$ cat config.mk
export PLATFORM = sky130hd
export DESIGN_NAME = xhci_mem_write_engine_flat
export DESIGN_NICKNAME = d
export VERILOG_FILES = /design/src/rtl/xhci_mem_write_engine_if.sv /design/src/rtl/xhci_mem_write_engine.sv /design/src/flat_wrapper.sv
export SDC_FILE = /design/constraint.sdc
export NUM_CORES = 2
export LEC_CHECK = 0
export BUFFER_PORTS_ARGS = -buffer_cell sky130_fd_sc_hd__clkbuf_2
export CORE_ASPECT_RATIO = 2
export CORE_UTILIZATION = 61
export DETAILED_ROUTE_END_ITERATION = 7
export PLACE_DENSITY = 0.8
export SLEW_MARGIN = 0
export SYNTH_ARGS = -nofsm -noshare
export SYNTH_HDL_FRONTEND = slang
export SYNTH_SLANG_ARGS = --single-unit
$ cat constraint.sdc
create_clock -name clk -period 14.3 [get_ports clk]
set_input_delay 0.715 -clock clk [delete_from_list [all_inputs] [get_ports clk]]
set_output_delay 0.715 -clock clk [all_outputs]
set_load 0.05 [all_outputs]
$ cat src/rtl/xhci_mem_write_engine_if.sv
// Memory-write request interface between internal requesters and the xHCI write engine,
// together with the engine state type reported back over it.

package xhci_mwr_pkg;
    typedef enum logic [2:0] {
        WR_IDLE      = 3'd0,
        WR_DATA_INIT = 3'd1,
        WR_DATA      = 3'd2,
        WR_SEND      = 3'd3,
        WR_COMPLETE  = 3'd4
    } wr_state_e;
endpackage

interface IfMemoryWrite;
    import xhci_mwr_pkg::*;

    logic [63:0]  address;
    logic [31:0]  data_length;
    logic         has_data;
    logic [127:0] din;
    logic         wr_en;
    logic         wr_done;
    wr_state_e    state;

    modport sink   (input address, data_length, has_data, din, wr_en, wr_done, output state);
    modport source (output address, data_length, has_data, din, wr_en, wr_done, input state);
endinterface

$ cat src/rtl/xhci_mem_write_engine.sv
// xHCI memory-write engine: buffers one request's 128-bit beats, then streams them as a packet.
// Define XHCI_MWR_4K_SPLIT_EN to split requests that cross a 4 KB boundary into two packets.

module xhci_mem_write_engine
    import xhci_mwr_pkg::*;
#(
    parameter int FIFO_DEPTH = 16
) (
    input  logic          clk,
    input  logic          rst,
    IfMemoryWrite.sink    write_in,
    output logic          tx_valid,
    input  logic          tx_ready,
    output logic          tx_sop,
    output logic          tx_eop,
    output logic [63:0]   tx_addr,
    output logic [12:0]   tx_len,
    output logic [127:0]  tx_data,
    output logic          err
);
    localparam int PTR_W = (FIFO_DEPTH > 1) ? $clog2(FIFO_DEPTH) : 1;
    localparam int CNT_W = $clog2(FIFO_DEPTH + 1);
    localparam logic [32:0] MAX_LEN = 33'(FIFO_DEPTH * 16);

    wr_state_e state, state_nxt;

    logic [63:0]      req_addr;
    logic [31:0]      req_len;
    logic [127:0]     mem [FIFO_DEPTH];
    logic [PTR_W-1:0] wr_ptr, rd_ptr;
    logic [CNT_W-1:0] count, count_after, total_beats, beat_idx;

    logic len_bad, misalign_in, req_cross;
    logic [12:0]      first_len;
    logic [CNT_W-1:0] first_beats;
    logic push_req, push, overflow, pop, short_data, last_beat, flush, err_set;
    logic second_pkt;

    function automatic logic [PTR_W-1:0] next_ptr(input logic [PTR_W-1:0] p);
        return (p == PTR_W'(FIFO_DEPTH - 1)) ? '0 : p + 1'b1;
    endfunction

    assign len_bad = (write_in.data_length == 32'd0) ||
                     ({1'b0, write_in.data_length} > MAX_LEN);

`ifdef XHCI_MWR_4K_SPLIT_EN
    // Split point is the first 4 KB boundary after the start; an aligned start keeps it beat-aligned.
    assign misalign_in = ((33'(write_in.address[11:0]) + 33'(write_in.data_length)) > 33'h1000) &&
                         (write_in.address[3:0] != 4'd0);
    assign req_cross   = (33'(req_addr[11:0]) + 33'(req_len)) > 33'h1000;
    assign first_len   = 13'h1000 - 13'(req_addr[11:0]);
    assign first_beats = CNT_W'(first_len >> 4);
`else
    assign misalign_in = 1'b0;
    assign req_cross   = 1'b0;
    assign first_len   = '0;
    assign first_beats = '0;
`endif

    // Length is bounded by the FIFO size once accepted, so the beat count always fits.
    assign total_beats = CNT_W'(req_len[31:4]) + CNT_W'(|req_len[3:0]);

    assign push_req    = ((state == WR_DATA_INIT) || (state == WR_DATA)) && write_in.wr_en;
    assign push        = push_req && (count != CNT_W'(FIFO_DEPTH));
    assign overflow    = push_req && (count == CNT_W'(FIFO_DEPTH));
    assign pop         = (state == WR_SEND) && tx_ready;
    assign count_after = count + CNT_W'(push);
    assign short_data  = count_after < total_beats;
    assign last_beat   = beat_idx == (total_beats - 1'b1);
    assign flush       = (state == WR_COMPLETE) && !write_in.has_data;

    assign err_set = ((state == WR_IDLE) && write_in.has_data && (len_bad || misalign_in)) ||
                     overflow ||
                     ((state == WR_DATA) && write_in.wr_done && short_data);

    always_ff @(posedge clk or negedge rst) begin
        if (!rst) state <= WR_IDLE;
        else      state <= state_nxt;
    end

    always_comb begin
        // NOTE: default first so every path assigns state_nxt and no latch is inferred.
        state_nxt = state;
        unique case (state)
            WR_IDLE: begin
                if (write_in.has_data)
                    state_nxt = (len_bad || misalign_in) ? WR_COMPLETE : WR_DATA_INIT;
            end
            WR_DATA_INIT: state_nxt = WR_DATA;
            WR_DATA: begin
                if (write_in.wr_done)
                    state_nxt = short_data ? WR_COMPLETE : WR_SEND;
            end
            WR_SEND: begin
                if (tx_ready && last_beat) state_nxt = WR_COMPLETE;
            end
            WR_COMPLETE: begin
                if (!write_in.has_data) state_nxt = WR_IDLE;
            end
            default: state_nxt = WR_IDLE;
        endcase
    end

    always_ff @(posedge clk or negedge rst) begin
        if (!rst) begin
            req_addr <= '0;
            req_len  <= '0;
            wr_ptr   <= '0;
            rd_ptr   <= '0;
            count    <= '0;
            beat_idx <= '0;
            err      <= 1'b0;
        end else begin
            if ((state == WR_IDLE) && write_in.has_data) begin
                req_addr <= write_in.address;
                req_len  <= write_in.data_length;
            end
            // Surplus beats left behind after a send are dropped here.
            if (flush) begin
                wr_ptr   <= '0;
                rd_ptr   <= '0;
                count    <= '0;
                beat_idx <= '0;
            end else begin
                if (push) begin
                    wr_ptr <= next_ptr(wr_ptr);
                    count  <= count + 1'b1;
                end
                if (pop) begin
                    rd_ptr   <= next_ptr(rd_ptr);
                    count    <= count - 1'b1;
                    beat_idx <= beat_idx + 1'b1;
                end
            end
            if (flush)        err <= 1'b0;
            else if (err_set) err <= 1'b1;
        end
    end

    // NOTE: the data array has no reset; emptiness is tracked by the reset pointers and count.
    always_ff @(posedge clk) begin
        if (push) mem[wr_ptr] <= write_in.din;
    end

    assign second_pkt = req_cross && (beat_idx >= first_beats);

    assign tx_valid = (state == WR_SEND);
    assign tx_sop   = tx_valid && ((beat_idx == '0) || (req_cross && (beat_idx == first_beats)));
    assign tx_eop   = tx_valid && (last_beat || (req_cross && (beat_idx == (first_beats - 1'b1))));
    assign tx_addr  = !tx_valid ? '0 :
                      second_pkt ? {req_addr[63:12] + 52'd1, 12'h000} : req_addr;
    assign tx_len   = !tx_valid ? '0 :
                      second_pkt ? (13'(req_len) - first_len) :
                      req_cross  ? first_len : 13'(req_len);
    assign tx_data  = tx_valid ? mem[rd_ptr] : '0;

    assign write_in.state = state;

endmodule

$ cat src/flat_wrapper.sv
// flat-port wrapper written by rule: the top's interface ports become plain ports
module xhci_mem_write_engine_flat import xhci_mwr_pkg::*;
#(
    parameter int FIFO_DEPTH = 16
)
  (clk, rst, tx_valid, tx_ready, tx_sop, tx_eop, tx_addr, tx_len, tx_data, err, write_in_address, write_in_data_length, write_in_has_data, write_in_din, write_in_wr_en, write_in_wr_done, write_in_state);
  IfMemoryWrite write_in_i ();
  input  logic clk;
  input  logic rst;
  output logic tx_valid;
  input  logic tx_ready;
  output logic tx_sop;
  output logic tx_eop;
  output logic [63:0] tx_addr;
  output logic [12:0] tx_len;
  output logic [127:0] tx_data;
  output logic err;
  input wire logic [$bits(write_in_i.address)-1:0] write_in_address;
  input wire logic [$bits(write_in_i.data_length)-1:0] write_in_data_length;
  input wire logic [$bits(write_in_i.has_data)-1:0] write_in_has_data;
  input wire logic [$bits(write_in_i.din)-1:0] write_in_din;
  input wire logic [$bits(write_in_i.wr_en)-1:0] write_in_wr_en;
  input wire logic [$bits(write_in_i.wr_done)-1:0] write_in_wr_done;
  output wire logic [$bits(write_in_i.state)-1:0] write_in_state;
  assign write_in_i.address = write_in_address;
  assign write_in_i.data_length = write_in_data_length;
  assign write_in_i.has_data = write_in_has_data;
  assign write_in_i.din = write_in_din;
  assign write_in_i.wr_en = write_in_wr_en;
  assign write_in_i.wr_done = write_in_wr_done;
  assign write_in_state = write_in_i.state;
  xhci_mem_write_engine #(.FIFO_DEPTH(FIFO_DEPTH)) u_core (.clk(clk), .rst(rst), .write_in(write_in_i), .tx_valid(tx_valid), .tx_ready(tx_ready), .tx_sop(tx_sop), .tx_eop(tx_eop), .tx_addr(tx_addr), .tx_len(tx_len), .tx_data(tx_data), .err(err));
endmodule
# After elaboration in Yosys (flattened, before gate mapping)
# Memory sizes are Yosys's and may differ from the RTL's.
# Cells that the tools add are included.
# word_totals
register_bits	99
mem_bits_rw	2048
inputBits	230
out_inout_bits	212
elab_cells	83
n_memories	1
# mem_list
memory	words	word_bits	rd	rd_clocked_by_memory_dff	wr	line	rtl
u_core.mem	16	128	1	0	1	xhci_mem_write_engine.sv:29	logic [127:0] mem [FIFO_DEPTH];
# classes
addsub	8
order_cmp	2
n_eq_ne	13
mux	25
n_reduce_logical	26
# op_table
cell	count
2-to-1 mux 128 bit	1
2-to-1 mux 64 bit	1
greater-than comparator 32 x 9 -> 1 bit (second input constant)	1
logical NOT 32 bit	1
2-to-1 mux 5 bit	5
2-to-1 mux 4 bit	6
2-to-1 mux 3 bit	6
case mux 3 bit (5 select lines)	1
2-to-1 mux 13 bit	1
logical AND 1 bit	12
adder 5 x 1 -> 5 bit	2
adder 5 x 1 -> 5 bit (second input constant)	2
subtractor 5 x 1 -> 5 bit (second input constant)	2
adder 4 x 1 -> 4 bit (second input constant)	2
equality test 4 bit (second input constant)	2
!= test 2 bit (second input constant)	4
equality test 3 x 2 -> 1 bit (second input constant)	2
nonzero test 2 bit	3
equality test 5 bit	1
equality test 5 bit (second input constant)	1
logical NOT 5 bit	1
< comparator 5 bit	1
!= test 5 bit (second input constant)	1
logical OR 1 bit	4
other kinds (8)	11

# Longest topological paths before layout
# logic_depth
depth_word	10
depth_mapped	15
ltp_nobuf	13

# Least setup slack after synthesis
# OpenSTA, ideal clock, no wires.
# synth_timing
path_type	register to register
from	register u_core.state[0], in the netlist u_core.write_in.state[0]
to	memory u_core.mem[3][0], enable pin
setup_ps	771
arrival_time_ps	10413
required_time_ps	13529
setup_slack_ps	3116
stages_incl_launch_ff	8
n_path_buf	2
synth_period_minus_slack_ps	11184
cell_sequence	dfrtp_1 > buf_2 > xor2_1 > nand3b_1 > nor2b_1 > clkbuf_1 > nand2_1 > nor3_1
# synth_between
elab_chain_cells	6
elab_cells_between_ends	7
classes_between	2 x eq/ne; 2 x mux; 3 x reduce/logical
# synth_rtl
element	line	rtl
start: declaration	xhci_mem_write_engine.sv:25	wr_state_e state, state_nxt;
start signal: assignment	xhci_mem_write_engine.sv:78	else state <= state_nxt;
equality test 3 x 1 -> 1 bit or equality test 3 x 2 -> 1 bit (tied branches)	xhci_mem_write_engine.sv:63	assign push_req = ((state == WR_DATA_INIT) || (state == WR_DATA)) && write_in.wr_en;
logical OR 1 bit (*)	xhci_mem_write_engine.sv:63	
logical AND 1 bit (*)	xhci_mem_write_engine.sv:63	
logical AND 1 bit (*)	xhci_mem_write_engine.sv:64	assign push = push_req && (count != CNT_W'(FIFO_DEPTH));
2-to-1 mux 1 bit (*)	xhci_mem_write_engine.sv:142	if (push) mem[wr_ptr] <= write_in.din;
2-to-1 mux 1 bit (implied by the code) (*)	xhci_mem_write_engine.sv:142	
end: declaration	xhci_mem_write_engine.sv:29	
# Mark *: on every way between the ends. The rest lies on a longest branch, timed or not.

# Worst setup path after layout
# layout_timing
from	register u_core.rd_ptr[0]
to	output port tx_data[15]
# layout_between
elab_chain_cells	2
# layout_rtl
element	line	rtl
start: declaration	xhci_mem_write_engine.sv:30	logic [PTR_W-1:0] wr_ptr, rd_ptr;
start signal: assignment	xhci_mem_write_engine.sv:130	rd_ptr <= next_ptr(rd_ptr);
memory read (16 x 128 bit)	n/a	
2-to-1 mux 128 bit	xhci_mem_write_engine.sv:155	assign tx_data = tx_valid ? mem[rd_ptr] : '0;
end: declaration	flat_wrapper.sv:16	output logic [127:0] tx_data;
# Every way passes these cells.

==> results.txt <==
Reg2reg path depth: 8
Seq/Total Area, Yosys: 0.773
Core area: 134000 sq um
CP required: 13590 ps
Ys Warns: 0
Crit path DAT: 5890 ps
CP Cell Sequence: buf_12, buf_12, buf_4, mux4_2, mux4_2, and2_1, clkbuf_2
Crit path to: tx_data[15]
Dpl cells: 5500
Sink Count: 2147
Worst path slowest cell: buf_4
Power per cell area: 129 nW/um^2
Max FO, Critical Path: 121
Clk root buf: clkbuf_16
Yosys cell types: 47
Critical path capture point type: output port
Final Non-Filler Cells: 5831
Longest Clk Path Bufs: 3
DRT Pass-1 Iters: 5
Die area: 137000 sq um
# Post-CTS Setup Buffers: 0
Slew HR: 0.206
Max Transition Viols Final: 0
Final design utilization: 0.689
Setup TNS: 0 ps
Avg Inst Size Synth: 24.0 sq um
Synth Cell Area: 82700 sq um
FMAX: 0.151 GHz
Critical Path Max Stage Delay: 910 ps
Dpl hpwl: 96.0 mm
Initial antenna violation count: 27
Run status: complete, no violations
CTS tree: yes
GRT Total Usage: 0.289
Final ANT Viol Nets: 0
Clk_lat worst skew: 790 ps
CP startpoint kind: flop
Die height: 523 um
Clk slew on worst S/H paths: 70 ps
Worst-margin pin slew: 1190 ps
Crit path time final: 6600 ps
Kind of critical path: flop to output port
Register bit total from synthesis: 2147
GR Overflow Total: 0
Max_cap viols: 0
Initial core utilization: 0.616
Number of global-route vias before repair: 40933
Remaining routing DRC violations: 0
Final net count: 4196
Via count: 39270
# H-tree levels: 4
Setup Viol. Count Final: 0
Worst Hold Class: input pin to flop
Layout cell share with drive strength beyond 1: 0.358
Ports: 442
Period utilization: 0.462
Setup Skew: 26.7 ps
Vias per Instance: 6.73
DR iter-0 viols: 3945
First-pass GRT wire length: 280 mm
IO buf count: 441
Worst Setup SP: u_core.rd_ptr[0]
RSZ-0062 raised after global routing: false
CP bufs+invs: 4
Worst R2R Setup Slack: 9830 ps
Routability Congestion: 0.790
Area Overhead vs Synth: 11.9%
Reg-to-Reg End: u_core.mem[10][46]
Final wirelength: 194 mm
Stages on the worst setup path: 7
Mapped Cells: 3453
Leak: 29.2 nW
Crit Reg-Reg Startpoint: u_core.write_in.state[0]
Die Width: 262 um
Net count after synthesis: 3703
Largest net degree at the start of global routing: 157
Post-DR wirelength/cell: 33.3 um
TritonCTS Buffers: 171
Delay-heaviest family, CP: buffers and inverters
Worst VDD drop: 0.133 mV
Cell Rows: 190
Final hold violation count: 0
==> cell families (layout without fill, tap and decap cells) <==
logic type      count (synthesis)  count (layout)  synth area share
flops                        2147            2147             0.773
mux                           722             722             0.185
simple gates                  309             309            0.0217
buf+inv                       195             832            0.0114
compound gates                 34              34           0.00259
xor+xnor                       26              26           0.00275
fa+ha+maj                      20              20           0.00311
other cells                     0              13                 0
==> layout make-up <==
cell class | count | area, sq um
Timing Repair Buffer | 504 | 2860
Tap cell | 1728 | 2160
Clock inverter | 117 | 1010
Inverter | 11 | 46.3
Clock buffer | 200 | 4530
Sequential cell | 2147 | 64000
Fill cell | 7782 | 41700
Multi-Input combinational cell | 1111 | 17900
Antenna cell | 13 | 32.5
==> where the power goes <==
part,switching [W],internal (W),total (W)
combinational,0.000144,0.0000907,0.000235
clock,0.00219,0.00249,0.00468
sequential,0.0000517,0.00693,0.00698
==> metrics by stage <==
step	hold WS [ps]	setup slack [ps]	power, W	instance area, sq um
2_1_floorplan	419	3120	0.00720	82700
3_3_place_gp	459	8420	0.00734	87000
3_5_place_dp	468	8410	0.00735	87000
4_1_cts	81.3	7510	0.0120	92500
5_1_grt	108	7230	0.0122	92600
6_report	130	7700	0.0119	92600
==> synthesized netlist by cell type (all sizes together) <==
cell,n,area [sq um]
edfxtp,2048,61500
mux4,640,14400
and2,205,1280
clkbuf,111,417
dfrtp,99,2480
mux2,77,867
buf,73,485
nor2,35,131
ha,19,238
nand2,19,71.3
a21oi,13,65.1
xnor2,13,114
xor2,13,114
inv,11,41.3
nor3,9,45.0
nand3,8,40.0
nand2b,7,43.8
nor4,7,43.8
a21o,6,45.0
mux2i,5,50.1
o21ai,5,25.0
nand4,4,25.0
nor2b,3,18.8
nor4b,3,32.5
a31oi,2,12.5
nand3b,2,15.0
or3,2,12.5
or4,2,15.0
a211oi,1,7.51
a21boi,1,7.51
a22oi,1,7.51
a311oi,1,8.76
a31o,1,8.76
a41o,1,10.0
and4,1,8.76
fa,1,20.0
nor3b,1,7.51
o2111ai,1,8.76
o21a,1,7.51
or2,1,6.26
==> cells in the final DEF, fill, tap and decap left out, drive strengths merged, types with 6 or more instances in the layout <==
master and n:
a21oi 13, xor2 13, mux2 77, nand2 19, edfxtp 2048, bufinv 11, buf 63, mux4 640
nand3 8, nor2 35, clkbuf 640, and2 205, nor4 7, ha 19, a21o 6, inv 20
dfrtp 99, clkinv 83, nand2b 7, clkinvlp 14, nor3 9, diode 13, xnor2 13
==> sequential cells by signal (all words and copies together) (netlist names) <==
| signal | cells |
|---|---|
| u_core.mem | 2048 |
| u_core.req_addr | 64 |
| u_core.req_len | 13 |
| u_core.beat_idx | 5 |
| u_core.count | 5 |
| u_core.rd_ptr | 4 |
| u_core.wr_ptr | 4 |
| u_core.write_in.state | 3 |
| u_core.err | 1 |
==> worst min path at each step <==
stage / from / end / slack, ps / cells past startpoint
2_1_floorplan: rst / u_core.beat_idx[0] / 420 / 0
3_3_place_gp: u_core.req_addr[54] / u_core.req_addr[54] / 460 / 1
3_5_place_dp: u_core.req_addr[50] / u_core.req_addr[50] / 470 / 1
4_1_cts: write_in_address[49] / u_core.req_addr[49] / 80 / 2
5_1_grt: write_in_address[56] / u_core.req_addr[56] / 110 / 2
6_report: write_in_address[49] / u_core.req_addr[49] / 130 / 2
==> routing by layer <==
layer	global-route usage	part of all wire	vias to the layer above
li1	-	-	15580
met5	0	0.00096	-
met3	0.0606	0.086	456
met2	0.506	0.53	2384
met1	0.352	0.34	20822
met4	0.121	0.039	28
==> repair_timing <==
action,4_1_cts,5_1_grt
hold endpoints to repair,26,0
setup endpoints to repair,0,0
hold buffers,1,0
gates resized for setup,0,0
(Power assumes the default switching activity.)
